==> src/rtl/inner_fn_sched.sv <==
// Two-requester round-robin scheduler sharing one fixed-latency datapath, with per-requester result FIFOs.
// Define INNER_FN_SCHED_CHECK_EN to enable the sticky pipe_done latency-mismatch flag on err.
module inner_fn_sched #(
  parameter int unsigned LATENCY    = 10,
  parameter int unsigned FIFO_DEPTH = 4,
  parameter int unsigned DATA_W     = 32
) (
  input  logic              clock,
  input  logic              aclr,
  input  logic              clk_en,
  input  logic              req_a_valid,
  input  logic [DATA_W-1:0] req_a_data,
  output logic              req_a_ready,
  input  logic              req_b_valid,
  input  logic [DATA_W-1:0] req_b_data,
  output logic              req_b_ready,
  output logic              rsp_a_valid,
  output logic [DATA_W-1:0] rsp_a_data,
  input  logic              rsp_a_ready,
  output logic              rsp_b_valid,
  output logic [DATA_W-1:0] rsp_b_data,
  input  logic              rsp_b_ready,
  output logic              pipe_start,
  output logic [DATA_W-1:0] pipe_dataa,
  input  logic [DATA_W-1:0] pipe_result,
  input  logic              pipe_done,
  output logic              busy,
  output logic              err
);
  localparam int unsigned PTR_W  = $clog2(FIFO_DEPTH);
  localparam int unsigned PW     = PTR_W + 1;
  localparam int unsigned CRED_W = $clog2(FIFO_DEPTH + 1);

  logic               r_last_b;
  logic               r_pipe_start;
  logic               r_pipe_owner;
  logic [DATA_W-1:0]  r_pipe_dataa;
  logic [LATENCY-1:0] r_tag_v;
  logic [LATENCY-1:0] r_tag_id;

  logic [1:0]         w_valid;
  logic [1:0]         w_rsp_ready;
  logic [1:0]         w_has_cred;
  logic [1:0]         w_elig;
  logic [1:0]         w_grant;
  logic [1:0]         w_rsp_valid;
  logic [DATA_W-1:0]  w_head [2];

  assign w_valid     = {req_b_valid, req_a_valid};
  assign w_rsp_ready = {rsp_b_ready, rsp_a_ready};

  // Round robin: r_last_b=1 means B was granted last, so A wins a tie.
  assign w_elig     = {2{!aclr && clk_en}} & w_valid & w_has_cred;
  assign w_grant[0] = w_elig[0] && (!w_elig[1] || r_last_b);
  assign w_grant[1] = w_elig[1] && (!w_elig[0] || !r_last_b);

  assign req_a_ready = w_grant[0];
  assign req_b_ready = w_grant[1];
  assign rsp_a_valid = w_rsp_valid[0];
  assign rsp_b_valid = w_rsp_valid[1];
  assign rsp_a_data  = w_head[0];
  assign rsp_b_data  = w_head[1];
  assign pipe_start  = r_pipe_start;
  assign pipe_dataa  = r_pipe_dataa;
  assign busy        = r_pipe_start | (|r_tag_v);

  // Issue register and owner-tag shift line; the last stage lines up with pipe_done.
  always_ff @(posedge clock or posedge aclr) begin
    if (aclr) begin
      r_last_b     <= 1'b1;
      r_pipe_start <= 1'b0;
      r_pipe_owner <= 1'b0;
      r_pipe_dataa <= '0;
      r_tag_v      <= '0;
      r_tag_id     <= '0;
    end else if (clk_en) begin
      r_pipe_start <= |w_grant;
      if (|w_grant) begin
        r_last_b     <= w_grant[1];
        r_pipe_owner <= w_grant[1];
        r_pipe_dataa <= w_grant[1] ? req_b_data : req_a_data;
      end
      r_tag_v  <= {r_tag_v[LATENCY-2:0], r_pipe_start};
      r_tag_id <= {r_tag_id[LATENCY-2:0], r_pipe_owner};
    end
  end

  for (genvar g = 0; g < 2; g++) begin : g_req
    logic [DATA_W-1:0] r_mem [FIFO_DEPTH];
    logic [PW-1:0]     r_wr;
    logic [PW-1:0]     r_rd;
    logic [CRED_W-1:0] r_cred;
    logic              w_push;
    logic              w_pop;

    assign w_push         = clk_en && r_tag_v[LATENCY-1] && (r_tag_id[LATENCY-1] == 1'(g));
    assign w_pop          = clk_en && w_rsp_valid[g] && w_rsp_ready[g];
    assign w_rsp_valid[g] = (r_wr != r_rd);
    assign w_head[g]      = r_mem[r_rd[PTR_W-1:0]];
    assign w_has_cred[g]  = (r_cred != '0);

    // Credits reserve a FIFO slot at acceptance, so a push can never find the FIFO full.
    always_ff @(posedge clock or posedge aclr) begin
      if (aclr) begin
        r_wr   <= '0;
        r_rd   <= '0;
        r_cred <= CRED_W'(FIFO_DEPTH);
        for (int k = 0; k < FIFO_DEPTH; k++) r_mem[k] <= '0;
      end else begin
        if (w_push) begin
          r_mem[r_wr[PTR_W-1:0]] <= pipe_result;
          r_wr                   <= r_wr + PW'(1);
        end
        if (w_pop) r_rd <= r_rd + PW'(1);
        if (w_grant[g] && !w_pop)      r_cred <= r_cred - CRED_W'(1);
        else if (w_pop && !w_grant[g]) r_cred <= r_cred + CRED_W'(1);
      end
    end
  end

`ifdef INNER_FN_SCHED_CHECK_EN
  logic r_err;

  always_ff @(posedge clock or posedge aclr) begin
    if (aclr)                                          r_err <= 1'b0;
    else if (clk_en && (pipe_done != r_tag_v[LATENCY-1])) r_err <= 1'b1;
  end

  assign err = r_err;
`else
  logic w_unused_done;

  assign w_unused_done = pipe_done;
  assign err           = 1'b0;
`endif

endmodule
==> config.mk <==
export PLATFORM = sky130hd
export DESIGN_NAME = inner_fn_sched
export DESIGN_NICKNAME = d
export VERILOG_FILES = /design/src/rtl/inner_fn_sched.sv
export SDC_FILE = /design/constraint.sdc
export NUM_CORES = 1
export LEC_CHECK = 0
export CORE_AREA = 8 8 166 168
export DETAILED_ROUTE_END_ITERATION = 10
export DIE_AREA = 0 0 174 176
export GPL_ROUTABILITY_DRIVEN = 0
export PLACE_DENSITY = 0.85
export SLEW_MARGIN = 20
export SYNTH_ARGS = -nofsm -noshare
export SYNTH_HDL_FRONTEND = slang
export SYNTH_SLANG_ARGS = --single-unit
export TNS_END_PERCENT = 5
==> constraint.sdc <==
create_clock -name clock -period 33.2 [get_ports clock]
set_input_delay 4.98 -clock clock [delete_from_list [all_inputs] [get_ports clock]]
set_output_delay 4.98 -clock clock [all_outputs]
set_load 0.05 [all_outputs]
==> summary.txt <==
Outcome
  – Status: finished, final reports clean

Clocking
  – # resized after CTS: 0
  – # hold bufs at CTS: 0
  – Clock root buffer: clkbuf_16
  – H-tree Lvls: 2
  – CTS Buf Count: 35
  – CTS Buffer Depth: 3
  – Clk_lat worst skew: a little over 0.5 ns
  – # Post-CTS Setup Buffers: 0
  – CTS clk-pin slew, worst paths: 0.06 ns
  – CTS tree: built
  – # clock sinks: roughly 330

STA
  – FMAX: between 80 and 90 MHz
  – Setup violations, final: 0
  – Final hold viol count: 0
  – Setup TNS: 0 ns
  – Max transition margin: 0.255
  – Fin. max-slew vios: 0
  – Tcrit/Tclk final: 0.367
  – Max Clock Skew: between 0.01 and 0.015 ns
  – RSZ-0062 raised after global routing: no
  – Min Tclk post-route: roughly 12 ns
  – Tightest Pin Transition: ~1.1 ns

Setup path
  – Worst setup EP type: primary output
  – CP Class: input port to primary output
  – Worst path top cell family by delay: buffers and inverters
  – Reg-to-reg slack, setup: between 30 and 40 ns
  – CP startpoint: clk_en
  – Worst path depth: 5
  – Worst EP arrival: around 7 ns
  – Worst path cell trace: clkdlybuf4s50_1 > buf_4 > nor2b_1 > o2111a_1 > clkdlybuf4s50_1
  – Most frequent cell on the critical path: clkdlybuf4s50_1
  – CP max stage cell: clkdlybuf4s50_1
  – Startpoint types: input port
  – Critical R2R Launch: g_req[0].r_rd[0]$_DFFE_PP0P_
  – CP Data Required Time: around 28 ns
  – R2r worst-path depth: 10
  – WP buf/inv: 3
  – CP max FO: 31
  – CP peak stage delay: roughly 0.85 ns

Routing
  – DR DRC count: 0
  – Routed len/inst: around 22 um
  – WL final: roughly 33000 um
  – DRT Pass-1 Iters: 6
  – Drt initial violations: between 600 and 700
  – Routed vias/inst: 5.80
  – Final ANT Viol Nets: 0
  – Via count: a little under 9000

Power
  – Cell Int Power: between 0.001 and 0.0015 W
  – Switching share of power: 0.388
  – Combinational share of power: 0.451
  – Overall power after layout: between 0.0015 and 0.002 W
  – Reg power frac: 0.359
  – VDD IR-drop max: 0.0000825 V
  – Switching pwr: between 0.0007 and 0.0008 W
  – PwrDens: roughly 110 nW/um2
  – Clock power frac: 0.190
  – Leak pwr: 8.41 nW

Cells and area
  – Commonest non-fill, non-tap cell in the layout: dfrtp_1
  – Share of cells above drive strength 1: 0.350
  – Layout Nets: roughly 1300
  – Most frequent cells in the layout: dfrtp_1, mux2_2, clkdlybuf4s50_1
  – Area Growth Syn to Fin: 23.1%

Yosys
  – EDFF count, synth: 0
  – Mapped Nets: 1077
  – Synth top area cells: dfrtp_1, mux2_2, mux4_2
  – Yosys top cell area share: 0.562
  – Top FF cell, synth: dfrtp_1
  – Largest area contributor in the netlist: dfrtp_1
  – Yosys reg bits: between 300 and 400
  – Post-Syn Area: approximately 15000 um2
  – Syn avg cell area: about 15 um2
  – Yosys warns: 0
  – Distinct cells, synth: 37
  – Async SR Flop Fraction: 1.00
  – Seq/Total Area, Yosys: 0.567
  – Instance count of the mapped netlist: 959

Place
  – IO Port Bufs: between 200 and 250
  – Final HPWL DP: ~21000 um

Die
  – Die X: roughly 170 um
  – Chip Height: 176 um
  – Starting density of the core: 0.585
  – Core Box Area: ~25000 um2
  – Row count: 58
  – Die area: approximately 31000 um2
  – IO Pins: 207

Global route
  – Total GRT Usage: 0.215
  – Largest net degree at the start of global routing: between 100 and 150
  – Number of antenna violations at the first check in global routing: 0
  – Total grt overflow: 0
  – Vias in the first global route: between 9000 and 10000
  – First-pass GRT wire length: around 53000 um

Min path
  – WHS Path Cells: 1
  – HP Start: r_pipe_owner$_DFFE_PP0P_
  – HP Class: flip-flop to flip-flop

Job
  – Max-cap violations: 0
## cell usage after synthesis (3+ instances only)
cell type	n
a222oi_1	32
a31oi_1	3
and3b_1	3
buf_2	42
buf_6	4
clkbuf_1	7
dfrtp_1	326
dfstp_2	3
ha_1	12
inv_1	112
mux2_2	278
mux4_2	64
nand2_1	17
nand3_1	5
nor3_1	3
o21ai_0	3
xnor2_1	12
xor2_1	6
## power by group through the flow
stage | clock network (W) | registers (W) | logic (W)
final | 0.000361 | 0.000683 | 0.000857
after global routing | 0.000384 | 0.000704 | 0.000904
after CTS | 0.000369 | 0.000683 | 0.000867
after detailed placement | 0 | 0.000687 | 0.000861
after global placement | 0 | 0.000676 | 0.000844
after floorplan | 0 | 0.000690 | 0.000588
## stage by stage
stage	instances	utilization	setup slack [ns]	cell area [um2]	hold WS, ns
finish	1514	0.721	21.02	17900	0.473
CTS	1513	0.720	20.99	17900	0.479
detailed placement	1454	0.678	21.02	16800	0.467
global route	1513	0.720	20.90	17900	0.502
global placement	1454	0.678	21.04	16800	0.461
floorplan	959	-	19.11	14500	0.444
## kinds of logic (layout without fill, tap and decap cells)
logic type	after synthesis	in the layout	share of synthesized area
fa+ha+maj	14	14	0.0131
flops	329	329	0.567
simple gates	38	38	0.0133
xor+xnor	18	18	0.0109
mux	344	344	0.316
buf+inv	168	392	0.0494
compound gates	47	47	0.0301
other cells	1	2	0.000258
## cell type report
cell class / count / area [um2]
diodes: 1 / 2.50
clock buffers: 56 / 1040
multi-input cells: 462 / 5580
flip-flops and latches: 329 / 8240
fillers: 1602 / 6940
well taps: 330 / 413
clock inverters: 3 / 15.0
repair buffers: 221 / 2170
inverters: 112 / 428
## routing by layer
| layer | vias to the layer above | wire (um) | share of wire | global-route usage |
|---|---|---|---|---|
| met5 | - | 0 | 0 | 0 |
| met3 | 44 | 2010 | 0.061 | 0.0440 |
| met2 | 277 | 16300 | 0.49 | 0.358 |
| li1 | 3861 | - | - | - |
| met4 | 0 | 486 | 0.015 | 0.0485 |
| met1 | 4597 | 14100 | 0.43 | 0.289 |
## registers in the layout, summed over array words and instances, names as in the netlist
name and flops:
g_req.r_rd 6, pipe_dataa 32, g_req.r_mem 256, r_pipe_owner 1
r_tag_id 10, g_req.r_cred 6, pipe_start 1, r_last_b 1
g_req.r_wr 6, r_tag_v 10
## path summary, 6_finish.rpt
kind                                                   to
max                                           req_a_ready
min                              r_pipe_owner$_DFFE_PP0P_
max reg2reg                g_req[0].r_cred[2]$_DFFE_PP1P_
min reg2reg                      r_pipe_owner$_DFFE_PP0P_
max in group asynchronous  g_req[0].r_mem[65]$_DFFE_PP0P_
min in group asynchronous  g_req[0].r_mem[66]$_DFFE_PP0P_
## worst register-to-register path: stages, from the launching register on
cell and delay, ns:
dfrtp_2 0.84, buf_4 0.50, xnor2_1 0.25, a31oi_1 0.26, inv_1 0.13, ha_1 0.19
inv_1 0.07, fa_1 0.38, xor2_1 0.15, nor2_1 0.11, xor2_1 0.16
(Power assumes the default switching activity.)
